`config.mk`:
```
export PLATFORM = sky130hd
export DESIGN_NAME = flash_read_arbiter
export DESIGN_NICKNAME = d
export VERILOG_FILES = /design/src/rtl/flash_read_arbiter.sv
export SDC_FILE = /design/constraint.sdc
export NUM_CORES = 1
export LEC_CHECK = 0
export BUFFER_PORTS_ARGS = -buffer_cell sky130_fd_sc_hd__buf_2
export CAP_MARGIN = 0
export CORE_UTILIZATION = 45
export CTS_CLUSTER_DIAMETER = 30
export DETAILED_ROUTE_END_ITERATION = 8
export HOLD_SLACK_MARGIN = 0.06
export PLACE_DENSITY = 0.7
export SLEW_MARGIN = 0
export SYNTH_ARGS = -nofsm -noshare
export SYNTH_HDL_FRONTEND = slang
export SYNTH_SLANG_ARGS = --single-unit
```
`constraint.sdc`:
```
create_clock -name clk_i -period 1.9 [get_ports clk_i]
set_input_delay 0.095 -clock clk_i [delete_from_list [all_inputs] [get_ports clk_i]]
set_output_delay 0.095 -clock clk_i [all_outputs]
set_load 0.05 [all_outputs]
```
`src/rtl/flash_read_arbiter.sv`:
```
// Two-port arbiter sharing one SPI flash: each accepted request runs a READ (0x03)
// transaction (command, 24-bit address, 32 data bits) and returns the word to its requester.
module flash_read_arbiter #(
  parameter int CLK_DIV = 2,
  parameter int CS_GAP  = 4
) (
  input  logic        clk_i,
  input  logic        rst_ni,
  input  logic        req0_valid_i,
  input  logic [23:0] req0_addr_i,
  output logic        req0_ready_o,
  output logic        rsp0_valid_o,
  output logic [31:0] rsp0_rdata_o,
  input  logic        req1_valid_i,
  input  logic [23:0] req1_addr_i,
  output logic        req1_ready_o,
  output logic        rsp1_valid_o,
  output logic [31:0] rsp1_rdata_o,
  output logic        sck_o,
  output logic        sdo_o,
  input  logic        sdi_i,
  output logic        cs_no,
  output logic        busy_o
);

  localparam int DW = (CLK_DIV > 1) ? $clog2(CLK_DIV) : 1;
  localparam int GW = (CS_GAP > 2) ? $clog2(CS_GAP) : 1;
  localparam logic [DW-1:0] DIV_LAST = DW'(CLK_DIV - 1);
  localparam logic [GW-1:0] GAP_LOAD = GW'((CS_GAP > 2) ? CS_GAP - 2 : 0);

  typedef enum logic [1:0] {ST_IDLE, ST_SHIFT, ST_DONE, ST_GAP} state_e;

  state_e        state_q, state_d;
  logic [DW-1:0] div_q;
  logic [5:0]    bit_q;
  logic [31:0]   shift_q;
  logic [31:0]   rx_q;
  logic [GW-1:0] gap_q;
  logic          sck_q, sdo_q, cs_q;
  logic          owner_q, last_q;
  logic          rv0_q, rv1_q;
  logic [31:0]   rd0_q, rd1_q;

  logic        idle, grant0, grant1, accept;
  logic        phase_end, bit_end, last_bit;
  logic [31:0] cmd_word;
  logic [31:0] rx_word;

  assign idle   = (state_q == ST_IDLE);
  assign grant0 = req0_valid_i & (~req1_valid_i | last_q);
  assign grant1 = req1_valid_i & (~req0_valid_i | ~last_q);

  // Ready is held low while reset is asserted so nothing can look accepted during reset.
  assign req0_ready_o = rst_ni & idle & grant0;
  assign req1_ready_o = rst_ni & idle & grant1;
  assign accept       = req0_ready_o | req1_ready_o;

  assign cmd_word  = {8'h03, req1_ready_o ? req1_addr_i : req0_addr_i};
  assign phase_end = (div_q == DIV_LAST);
  assign bit_end   = phase_end & sck_q;
  assign last_bit  = (bit_q == 6'd63);

  // Bytes arrive lowest address first, so the first byte lands in bits [7:0].
  assign rx_word = {rx_q[7:0], rx_q[15:8], rx_q[23:16], rx_q[31:24]};

  always_ff @(posedge clk_i or negedge rst_ni) begin
    if (!rst_ni) state_q <= ST_IDLE;
    else         state_q <= state_d;
  end

  always_comb begin
    // NOTE: default first so every path assigns state_d and no latch is inferred.
    state_d = state_q;
    unique case (state_q)
      ST_IDLE:  if (accept) state_d = ST_SHIFT;
      ST_SHIFT: if (bit_end && last_bit) state_d = ST_DONE;
      ST_DONE:  state_d = (CS_GAP > 1) ? ST_GAP : ST_IDLE;
      ST_GAP:   if (gap_q == '0) state_d = ST_IDLE;
      default:  state_d = ST_IDLE;
    endcase
  end

  // NOTE: non-blocking assignments keep every register updating from pre-edge values.
  always_ff @(posedge clk_i or negedge rst_ni) begin
    if (!rst_ni) begin
      div_q   <= '0;
      bit_q   <= '0;
      shift_q <= '0;
      rx_q    <= '0;
      gap_q   <= '0;
      sck_q   <= 1'b0;
      sdo_q   <= 1'b0;
      cs_q    <= 1'b1;
      owner_q <= 1'b0;
      last_q  <= 1'b1;
      rv0_q   <= 1'b0;
      rv1_q   <= 1'b0;
      rd0_q   <= '0;
      rd1_q   <= '0;
    end else begin
      rv0_q <= 1'b0;
      rv1_q <= 1'b0;
      unique case (state_q)
        ST_IDLE: begin
          if (accept) begin
            owner_q <= req1_ready_o;
            last_q  <= req1_ready_o;
            shift_q <= cmd_word;
            sdo_q   <= cmd_word[31];
            cs_q    <= 1'b0;
            sck_q   <= 1'b0;
            div_q   <= '0;
            bit_q   <= '0;
          end
        end
        ST_SHIFT: begin
          if (phase_end) begin
            div_q <= '0;
            if (!sck_q) begin
              sck_q <= 1'b1;
              // Only the last 32 bit slots carry read data.
              if (bit_q[5]) rx_q <= {rx_q[30:0], sdi_i};
            end else begin
              sck_q <= 1'b0;
              if (last_bit) begin
                cs_q  <= 1'b1;
                sdo_q <= 1'b0;
                if (owner_q) begin
                  rv1_q <= 1'b1;
                  rd1_q <= rx_word;
                end else begin
                  rv0_q <= 1'b1;
                  rd0_q <= rx_word;
                end
              end else begin
                bit_q   <= bit_q + 6'd1;
                shift_q <= {shift_q[30:0], 1'b0};
                sdo_q   <= shift_q[30];
              end
            end
          end else begin
            div_q <= div_q + 1'b1;
          end
        end
        ST_DONE: gap_q <= GAP_LOAD;
        ST_GAP:  gap_q <= gap_q - 1'b1;
        default: ;
      endcase
    end
  end

  assign sck_o        = sck_q;
  assign sdo_o        = sdo_q;
  assign cs_no        = cs_q;
  assign busy_o       = ~idle;
  assign rsp0_valid_o = rv0_q;
  assign rsp1_valid_o = rv1_q;
  assign rsp0_rdata_o = rd0_q;
  assign rsp1_rdata_o = rd1_q;

endmodule

```
## Yosys cells after proc, flatten, opt, wreduce, memory -nomap -nowiden

Cells that the tools add are included.

| word-level totals | value |
|---|---|
| register bits after elaboration | 145 |
| output and inout port bits | 72 |
| logic and storage cells | 99 |
| input port bits | 53 |

| cells by class | value |
|---|---|
| bitwise gates (word level) | 15 |
| $add $sub $neg | 3 |
| eq/ne operators | 11 |
| reductions and logical operators | 15 |
| muxes and demuxes | 40 |

Operators by type and width:

| operator | count |
|---|---|
| 2-to-1 mux 31 bit | 4 |
| one-hot mux 31 bit (2 select lines) | 1 |
| 2-to-1 mux 24 bit | 1 |
| 2-to-1 mux 6 bit | 4 |
| 2-to-1 mux 1 bit | 20 |
| AND reduction 5 bit | 4 |
| inequality test 2 bit, second input constant | 6 |
| one-hot mux 6 bit (2 select lines) | 1 |
| one-hot mux 1 bit (2 select lines) | 4 |
| one-hot mux 2 bit (4 select lines) | 1 |
| AND reduction 4 bit | 2 |
| adder 6 x 1 -> 6 bit, second input constant | 1 |
| AND 1 bit | 6 |
| equality test 6 bit, second input constant | 1 |
| 2-to-1 mux 2 bit | 3 |
| NOT 1 bit | 6 |
| AND reduction 3 bit | 2 |
| equality test 2 bit, second input constant | 2 |
| logical NOT 2 bit | 2 |
| one-hot mux 2 bit (2 select lines) | 1 |
| AND reduction 2 bit | 2 |
| nonzero test 2 bit | 2 |
| bitwise OR 1 bit | 3 |
| equality test 2 x 1 -> 1 bit, second input constant | 1 |
| 4 further kinds | 4 |

## Longest topological paths before layout

Gate-level depths: netlist of run 1.

| logic depth | value |
|---|---|
| word-level depth | 7 |
| depth in mapped cells | 9 |

## Least setup slack after synthesis of run 1

Ideal clock, no wire load.

| path | value |
|---|---|
| path type | reg2reg |
| start | reg state_q[0] |
| end | reg shift_q[0] |
| data required time | 1.779 ns |
| clock period less this slack | 2.367 ns |
| path buffers | 1 |
| stages on the path, launching flop included | 8 |
| path slack | -0.467 ns |
| arrival | 2.246 ns |
| cells stage by stage | dfrtp_1 inv_1 ha_1 buf_4 nand3_1 nor2_1 mux2_2 a22o_1 |

| on the way | value |
|---|---|
| longest elaborated chain between the ends | 6 |
| elaborated cells between the ends (all ways) | 15 |
| those cells by class | 5 x eq/ne; 3 x mux; 4 x bitwise; 3 x reduce/logical |

Ends and longest elaborated chain:

| item | RTL line | source |
|---|---|---|
| from (decl) | 33 | `state_e state_q, state_d;` |
| from (signal assigned) | 68 | `else state_q <= state_d;` |
| logical NOT 2 bit (*) | 49 | `assign idle = (state_q == ST_IDLE);` |
| AND 1 bit (*) (2 in a row) | 55 | `assign req1_ready_o = rst_ni & idle & grant1;` |
| via req1_ready_o | 16 | `output logic req1_ready_o,` |
| bitwise OR 1 bit / 2-to-1 mux 24 bit (equally long branches) | 56, 58 |  |
| inequality test 2 x 1 -> 1 bit (no line) / 2-to-1 mux 31 bit (equally long branches) | n/a |  |
| AND reduction 5 bit (no line) / one-hot mux 31 bit (2 select lines) (equally long branches) | n/a |  |
| to (signal assigned) | 108 | `shift_q <= cmd_word;` |
| to (signal assigned) | 137 | `shift_q <= {shift_q[30:0], 1'b0};` |
| to (decl) | 36 | `logic [31:0] shift_q;` |

Mark *: on every way through the listed nets, which the timed path passes. The rest lies on a longest branch. The select of a mux whose other input is x is not followed.
A chain may end at the register's enable or synchronous reset.

## Final worst setup path of run 1

| path | value |
|---|---|
| start | reg state_q[1] |
| end | reg rd0_q[22], in the netlist rsp0_rdata_o[22] |

| on the way | value |
|---|---|
| longest elaborated chain between the ends | 2 |

Ends and longest elaborated chain:

| item | RTL line | source |
|---|---|---|
| equality test 2 x 1 -> 1 bit | 103 | `unique case (state_q)` |
| AND reduction 5 bit (no line) | n/a |  |
| to (signal assigned) | 133 | `rd0_q <= rx_word;` |
| to (decl) | 42 | `logic [31:0] rd0_q, rd1_q;` |

No other way between the ends.

==> flow_results.xml, run 1 <==
<?xml version="1.0" encoding="UTF-8"?>
<metrics>
  <group name="clocking">
    <metric name="deepest_clock_path_buffer_count" unit="">2</metric>
    <metric name="cts_htree_levels" unit="">4</metric>
    <metric name="cts_tree" unit="">done</metric>
    <metric name="clkLatencyLatePin" unit="ns">0.42</metric>
    <metric name="cts.root.buffer_cell" unit="">clkbuf_16</metric>
    <metric name="cts_made_buffers" unit="">17</metric>
    <metric name="cts.reportedPaths.clkPinSlew" unit="ns">0.06</metric>
    <metric name="clock-sinks" unit="">145</metric>
  </group>
  <group name="critical_path">
    <metric name="element_type_at_the_critical_path_end" unit="">flip-flop</metric>
    <metric name="critPathLaunchType" unit="">flip-flop</metric>
    <metric name="crit_fanout" unit="">16</metric>
    <metric name="critPathRequiredTime" unit="ns">2.19</metric>
    <metric name="arrival" unit="ns">2.13</metric>
    <metric name="worst-setup-path-type" unit="">flip-flop to flip-flop</metric>
  </group>
  <group name="synthesis">
    <metric name="synthTopCellsByCount" unit="">143 x dfrtp_1, 96 x mux2_2, 30 x a21oi_1</metric>
    <metric name="post-synth-top-count-cell" unit="">dfrtp_1</metric>
    <metric name="syn-mean-instance-area" unit="um2">13.14</metric>
    <metric name="synth-seq-area-share" unit="">0.5686</metric>
    <metric name="synthesis.nets" unit="">546</metric>
    <metric name="synth_top_flop_cell" unit="">dfrtp_1</metric>
    <metric name="synth_enable_flop_cells" unit="">0</metric>
    <metric name="synth_top_area_cell" unit="">dfrtp_1</metric>
    <metric name="synthTopCellsByArea" unit="">dfrtp_1 56%, mux2_2 17%, mux2_1 4.4%</metric>
    <metric name="postSynthRegisterBits" unit="">145</metric>
    <metric name="syn_area" unit="um2">6386</metric>
    <metric name="synth.yosys.warnings" unit="">0</metric>
    <metric name="synthDistinctLibCells" unit="">46</metric>
    <metric name="netlist_instances" unit="">486</metric>
    <metric name="synth_async_sr_flop_share" unit="">1.000</metric>
    <metric name="post-synth-top-area-fraction" unit="">0.5603</metric>
  </group>
  <group name="detailed_routing">
    <metric name="wire_per_inst" unit="um">15.88</metric>
    <metric name="wl_met1" unit="mm">5.627</metric>
    <metric name="detail_route.wirelength" unit="mm">13.03</metric>
    <metric name="met2_wirelength" unit="mm">6.624</metric>
    <metric name="route.detailed.vias_per_inst" unit="">5.349</metric>
    <metric name="remaining_drc_errors" unit="">0</metric>
    <metric name="dr_wl_met3" unit="um">532</metric>
    <metric name="highest-signal-layer" unit="">met4</metric>
    <metric name="first_pass_iters" unit="">4</metric>
    <metric name="drt.antenna.violating_nets" unit="">0</metric>
    <metric name="via_count" unit="">4386</metric>
    <metric name="detailedRoute.firstIterationViolations" unit="">260</metric>
  </group>
  <group name="layout">
    <metric name="final_net_count" unit="">688</metric>
    <metric name="antenna_cells_inserted" unit="">0</metric>
    <metric name="stdcell_area" unit="um2">8079</metric>
    <metric name="drive_gt1_frac" unit="">0.4641</metric>
    <metric name="layout_stage_area_growth_over_the_synthesis_result" unit="%">26.51</metric>
  </group>
  <group name="sta">
    <metric name="timing.slew.headroom" unit="">0.4972</metric>
    <metric name="setup_violation_total_in_the_final_timing_report" unit="">0</metric>
    <metric name="fin_crit" unit="ns">1.841</metric>
    <metric name="fmax" unit="GHz">0.5430</metric>
    <metric name="slew_at_the_pin_closest_to_its_max_slew_limit" unit="ns">0.7542</metric>
    <metric name="rsz0062_at_grt" unit="">true</metric>
    <metric name="final.period_utilization" unit="">0.9692</metric>
    <metric name="slew_viol_final" unit="">0</metric>
    <metric name="worst_hold_slack" unit="ns">0.09947</metric>
    <metric name="final.setup.tns" unit="ns">0</metric>
    <metric name="skew" unit="ns">0.01157</metric>
    <metric name="final_hold_viol_count" unit="">0</metric>
  </group>
  <group name="worst_hold_path">
    <metric name="hp_class" unit="">input port to flip-flop</metric>
  </group>
  <group name="die">
    <metric name="std_cell_rows" unit="">43</metric>
    <metric name="floorplan.die.height" unit="um">121.1</metric>
    <metric name="top_level_ports" unit="">125</metric>
    <metric name="die-width" unit="um">121.1</metric>
    <metric name="floorplan.initialDensity" unit="">0.4601</metric>
    <metric name="design.die.area" unit="um2">14670</metric>
    <metric name="coreArea" unit="um2">13880</metric>
  </group>
  <group name="global_route">
    <metric name="grt_remaining_overflow" unit="">0</metric>
    <metric name="grt_start_max_net_pins" unit="">142</metric>
    <metric name="wire_length_of_the_first_global_routing_pass" unit="mm">21.15</metric>
    <metric name="grt_antenna_before_repair" unit="">0</metric>
    <metric name="globalRouteTotalUtil" unit="">0.1865</metric>
    <metric name="first_global_vias" unit="">4387</metric>
  </group>
  <group name="place">
    <metric name="globalplace.congestion" unit="">0.7922</metric>
    <metric name="cell_area_after_placement" unit="um2">7326</metric>
    <metric name="dp_hpwl" unit="mm">8.493</metric>
    <metric name="io_buffers" unit="">124</metric>
  </group>
  <group name="power_and_ir_drop">
    <metric name="largest_vdd_supply_drop" unit="uV">542.1</metric>
    <metric name="powerDensity" unit="nW/um2">836.0</metric>
    <metric name="power.leakage" unit="nW">4.122</metric>
  </group>
  <group name="run_status">
    <metric name="outcome" unit="">complete, no violations</metric>
  </group>
  <group name="run">
    <metric name="maxCapViolCount" unit="">0</metric>
  </group>
</metrics>
==> flip-flops by register name, summed over array words and instances, names as in the netlist <==
signal        flops
cs_no             1
bit_q             6
gap_q             2
shift_q          31
last_q            1
rx_q             32
rsp0_valid_o      1
owner_q           1
rsp0_rdata_o     32
rsp1_rdata_o     32
sdo_o             1
state_q           2
div_q             1
sck_o             1
rsp1_valid_o      1
==> repair_timing <==
action	CTS	global route
gates resized for setup	2	12
hold buffers	4	0
setup buffers	0	2
pin swaps	0	2
cloned	0	1
endpoints found under the setup margin	2	77
endpoints found under the hold margin	148	0
==> logic make-up (layout without fill, tap and decap cells) <==
| logic type | Yosys count | after routing | synth area share |
|---|---|---|---|
| AO/OA/AOI/OAI | 105 | 105 | 0.1021 |
| XOR/XNOR | 1 | 1 | 0.001372 |
| adder cells (fa/ha/maj) | 7 | 7 | 0.01371 |
| flip-flops | 145 | 145 | 0.5686 |
| multiplexers | 123 | 123 | 0.2165 |
| AND/OR/NAND/NOR | 64 | 64 | 0.06133 |
| buffers and inverters | 41 | 195 | 0.03644 |
==> cells in the final DEF, fill, tap and decap left out, types with 3 or more instances in the layout <==
master / n
inv_2: 3
nand3_1: 5
nand2b_1: 3
dlygate4sd3_1: 4
clkinv_2: 3
a21oi_1: 29
buf_12: 7
a22o_1: 7
bufinv_16: 3
dfrtp_1: 142
nor2b_1: 23
and3_1: 5
a31oi_1: 28
buf_2: 121
mux2_1: 25
nor3_1: 3
clkbuf_16: 18
nand2_1: 7
o21ai_0: 24
mux2_2: 95
nor2_1: 5
inv_1: 7
clkbuf_8: 3
buf_4: 18
ha_1: 4
==> metal layers <==
metal  vias to the layer above  GRT usage
met5                         -          0
met4                         0    0.07793
met3                        22    0.04934
met2                        93     0.3111
met1                      2221     0.2285
li1                       2050          -
==> where the power goes <==
part           switching [mW]  leakage, nW  internal, mW
registers              0.0257         1.91          3.12
logic                   0.126         1.91        0.0923
clock network            1.23        0.296          2.16
total                    1.38         4.12          5.38
==> worst max-delay path: stages (launching register included) <==
cell and delay [ns]:
dfrtp_1 0.38, inv_2 0.11, ha_4 0.18, nand3_4 0.12
nor4_4 0.22, buf_4 0.18, clkbuf_16 0.19, mux2_1 0.33
==> per-stage QoR <==
step,power [mW],utilization,std cells,worst slack (ns)
2_1_floorplan,3.271,-,486,-0.04550
3_3_place_gp,3.412,0.5278,782,0.06522
3_5_place_dp,3.420,0.5278,782,0.01959
4_1_cts,6.827,0.5745,817,0.002774
5_1_grt,6.977,0.5820,820,-0.01535
6_report,6.754,0.5820,820,0.05853
==> layout make-up <==
class                      count  area, um2
fill                        1135       5802
sequential                   145       3632
multi-input combinational    300       2604
timing repair buffer         154      975.9
clock buffer                  22      474.2
tap                          180      225.2
clock inverter                 9      130.1
inverter                      10      37.54
==> path summary, 6_finish.rpt <==
check                            startpoint               end  slack [ns]  cells past startpoint
max                              state_q[1]  rsp0_rdata_o[22]        0.06                      7
min                          req0_addr_i[4]        shift_q[4]         0.1                      4
max reg2reg                      state_q[1]  rsp0_rdata_o[22]        0.06                      7
min reg2reg                rsp0_rdata_o[18]  rsp0_rdata_o[18]        0.48                      1
max in group asynchronous            rst_ni        state_q[1]        0.83                      3
min in group asynchronous            rst_ni           owner_q        0.12                      2
Power figures use the tool's default switching activity.
==> run 2: changes to the inputs <==
- PLACE_DENSITY: 0.7 -> 0.78
==> run 2 against run 1 <==
Net effect: sequential share of layout area rose by 0.42 points; combinational power hardly changed; worst hold slack got worse by 0.019 ns; via count rose by 1.1%.
==> flow_results.xml, run 2 (synthesis results as in run 1) <==
<?xml version="1.0" encoding="UTF-8"?>
<metrics>
  <group name="die">
    <metric name="design.die.area" unit="um2">14670</metric>
    <metric name="floorplan.initialDensity" unit="">0.4601</metric>
    <metric name="top_level_ports" unit="">125</metric>
    <metric name="coreArea" unit="um2">13880</metric>
    <metric name="die-width" unit="um">121.1</metric>
    <metric name="floorplan.die.height" unit="um">121.1</metric>
    <metric name="std_cell_rows" unit="">43</metric>
  </group>
  <group name="place">
    <metric name="io_buffers" unit="">124</metric>
    <metric name="post_placement_worst_setup_slack" unit="ns">0.01793</metric>
    <metric name="number_of_instances_in_the_placed_design" unit="">778</metric>
    <metric name="dp_hpwl" unit="mm">8.738</metric>
    <metric name="globalplace.congestion" unit="">0.8575</metric>
    <metric name="cell_area_after_placement" unit="um2">7283</metric>
  </group>
  <group name="detailed_routing">
    <metric name="route.detailed.vias_per_inst" unit="">5.414</metric>
    <metric name="via_count" unit="">4434</metric>
    <metric name="remaining_drc_errors" unit="">0</metric>
    <metric name="detailedRoute.firstIterationViolations" unit="">230</metric>
    <metric name="detail_route.wirelength" unit="mm">13.72</metric>
    <metric name="wire_per_inst" unit="um">16.75</metric>
    <metric name="drt.antenna.violating_nets" unit="">0</metric>
    <metric name="first_pass_iters" unit="">4</metric>
  </group>
  <group name="power_and_ir_drop">
    <metric name="cellInternalPower" unit="mW">5.130</metric>
    <metric name="report.power.total" unit="mW">6.562</metric>
    <metric name="power.leakage" unit="nW">4.090</metric>
    <metric name="powerDensity" unit="nW/um2">819.5</metric>
    <metric name="switchingPower" unit="mW">1.432</metric>
    <metric name="switching_share" unit="">0.2183</metric>
    <metric name="largest_vdd_supply_drop" unit="uV">543.1</metric>
    <metric name="power_frac_clock" unit="">0.486</metric>
    <metric name="p_seq_frac" unit="">0.480</metric>
    <metric name="p_comb_frac" unit="">0.033</metric>
  </group>
  <group name="sta">
    <metric name="finalWorstSetupSlack" unit="ns">0.03962</metric>
    <metric name="slew_at_the_pin_closest_to_its_max_slew_limit" unit="ns">0.8017</metric>
    <metric name="timing.slew.headroom" unit="">0.4655</metric>
    <metric name="final.setup.tns" unit="ns">0</metric>
    <metric name="fmax" unit="GHz">0.5375</metric>
    <metric name="final.period_utilization" unit="">0.9791</metric>
    <metric name="slew_viol_final" unit="">0</metric>
    <metric name="fin_crit" unit="ns">1.860</metric>
    <metric name="worst_hold_slack" unit="ns">0.08090</metric>
    <metric name="skew" unit="ns">0.01988</metric>
    <metric name="setup_violation_total_in_the_final_timing_report" unit="">0</metric>
    <metric name="final_hold_viol_count" unit="">0</metric>
  </group>
  <group name="layout">
    <metric name="drive_gt1_frac" unit="">0.4648</metric>
    <metric name="antenna_cells_inserted" unit="">0</metric>
    <metric name="instances_no_fill" unit="">819</metric>
    <metric name="layout.cells.most_common" unit="">dfrtp_1</metric>
    <metric name="final_core_util" unit="">0.5769</metric>
    <metric name="stdcell_area" unit="um2">8008</metric>
    <metric name="layout_common_cells" unit="">141 x dfrtp_1, 122 x buf_2, 96 x mux2_2</metric>
    <metric name="layout_stage_area_growth_over_the_synthesis_result" unit="%">25.39</metric>
    <metric name="final_net_count" unit="">686</metric>
  </group>
  <group name="run">
    <metric name="maxCapViolCount" unit="">0</metric>
  </group>
  <group name="critical_path">
    <metric name="crit_path_cell_trace" unit="">inv_2, ha_4, nand3_4, nor4_4, buf_4, clkbuf_16, mux2_1</metric>
    <metric name="regToRegStartpoint" unit="">state_q[1]</metric>
    <metric name="crit_fanout" unit="">17</metric>
    <metric name="ff2ff_path_depth" unit="">7</metric>
    <metric name="cpLargestDelayFamily" unit="">buffers and inverters</metric>
    <metric name="slowest_delay" unit="ns">0.39</metric>
    <metric name="arrival" unit="ns">2.15</metric>
    <metric name="worst-setup-path-type" unit="">flip-flop to flip-flop</metric>
    <metric name="critPathLaunchType" unit="">flip-flop</metric>
    <metric name="cp_slowest_cell" unit="">dfrtp_1</metric>
    <metric name="element_type_at_the_critical_path_end" unit="">flip-flop</metric>
    <metric name="critPathRequiredTime" unit="ns">2.19</metric>
    <metric name="crit_buf_inv" unit="">3</metric>
    <metric name="critical_path_depth" unit="">7</metric>
    <metric name="setup.worst_path.start" unit="">state_q[1]</metric>
  </group>
  <group name="global_route">
    <metric name="globalRouteTotalUtil" unit="">0.1939</metric>
    <metric name="first_global_vias" unit="">4597</metric>
    <metric name="grt_remaining_overflow" unit="">0</metric>
    <metric name="wire_length_of_the_first_global_routing_pass" unit="mm">22.16</metric>
    <metric name="grt_start_max_net_pins" unit="">142</metric>
    <metric name="grt_antenna_before_repair" unit="">0</metric>
  </group>
  <group name="clocking">
    <metric name="cts_tree" unit="">done</metric>
    <metric name="clkLatencyLatePin" unit="ns">0.42</metric>
    <metric name="deepest_clock_path_buffer_count" unit="">2</metric>
    <metric name="cts_made_buffers" unit="">17</metric>
    <metric name="clock-sinks" unit="">145</metric>
    <metric name="cts_htree_levels" unit="">4</metric>
    <metric name="cts.root.buffer_cell" unit="">clkbuf_16</metric>
    <metric name="cts.reportedPaths.clkPinSlew" unit="ns">0.06</metric>
  </group>
  <group name="worst_hold_path">
    <metric name="hp_class" unit="">input port to async pin</metric>
  </group>
  <group name="run_status">
    <metric name="outcome" unit="">complete, no violations</metric>
  </group>
</metrics>
-- run 2: cell types whose count changed in the layout (fill, tap and decap cells not counted), sizes merged --
cell	previous run	this run
clkbuf	24	23
inv	11	12
buf	148	146
clkinvlp	1	3
bufinv	3	1
clkinv	4	5
-- run 2: path summary, 6_finish.rpt --
kind | endpoint | slack (ns)
worst max-delay path | rsp0_rdata_o[25] | 0.04
worst min-delay path | sck_o | 0.08
worst max register to register | rsp0_rdata_o[25] | 0.04
worst min register to register | rsp0_rdata_o[18] | 0.48
max in group asynchronous | rx_q[24] | 0.81
min in group clk_i | shift_q[5] | 0.09
-- run 2: worst reg2reg max path, delay by kind of cell, from the launching register on --
family | cells | cell delay [ns]
buf+inv | 3 | 0.50
flops | 1 | 0.39
mux | 1 | 0.35
simple gates | 2 | 0.31
fa+ha+maj | 1 | 0.18
-- run 2: cell type report --
cell class	count	area, um2
inverters	10	37.54
repair buffers	152	958.4
multi-input cells	300	2577
fillers	1136	5873
flip-flops and latches	145	3633
clock buffers	21	470.5
well taps	180	225.2
clock inverters	11	105.1
-- run 2: routing by layer --
| metal | global-route usage | wire (um) |
|---|---|---|
| met1 | 0.2355 | 5901 |
| met2 | 0.3289 | 6968 |
| met3 | 0.04417 | 479 |
| met4 | 0.08565 | 367 |
| met5 | 0 | 0 |
-- run 2: power by group through the flow --
| stage | Combinational (mW) | Sequential (mW) | Clock [mW] |
|---|---|---|---|
| detailed placement | 0.215 | 3.21 | 0 |
| floorplan | 0.0709 | 3.20 | 0 |
| global route | 0.247 | 3.15 | 3.40 |
| CTS | 0.223 | 3.15 | 3.28 |
| finish | 0.219 | 3.15 | 3.19 |
| global placement | 0.206 | 3.20 | 0 |
-- run 2: repair_timing --
action / in CTS / in global routing
hold buffers: 4 / 0
buffers inserted: 0 / 2
endpoints found under the setup margin: 1 / 55
gates cloned: 0 / 3
hold endpoints to repair: 148 / 0
gates resized for setup: 2 / 12
pin swaps: 0 / 1
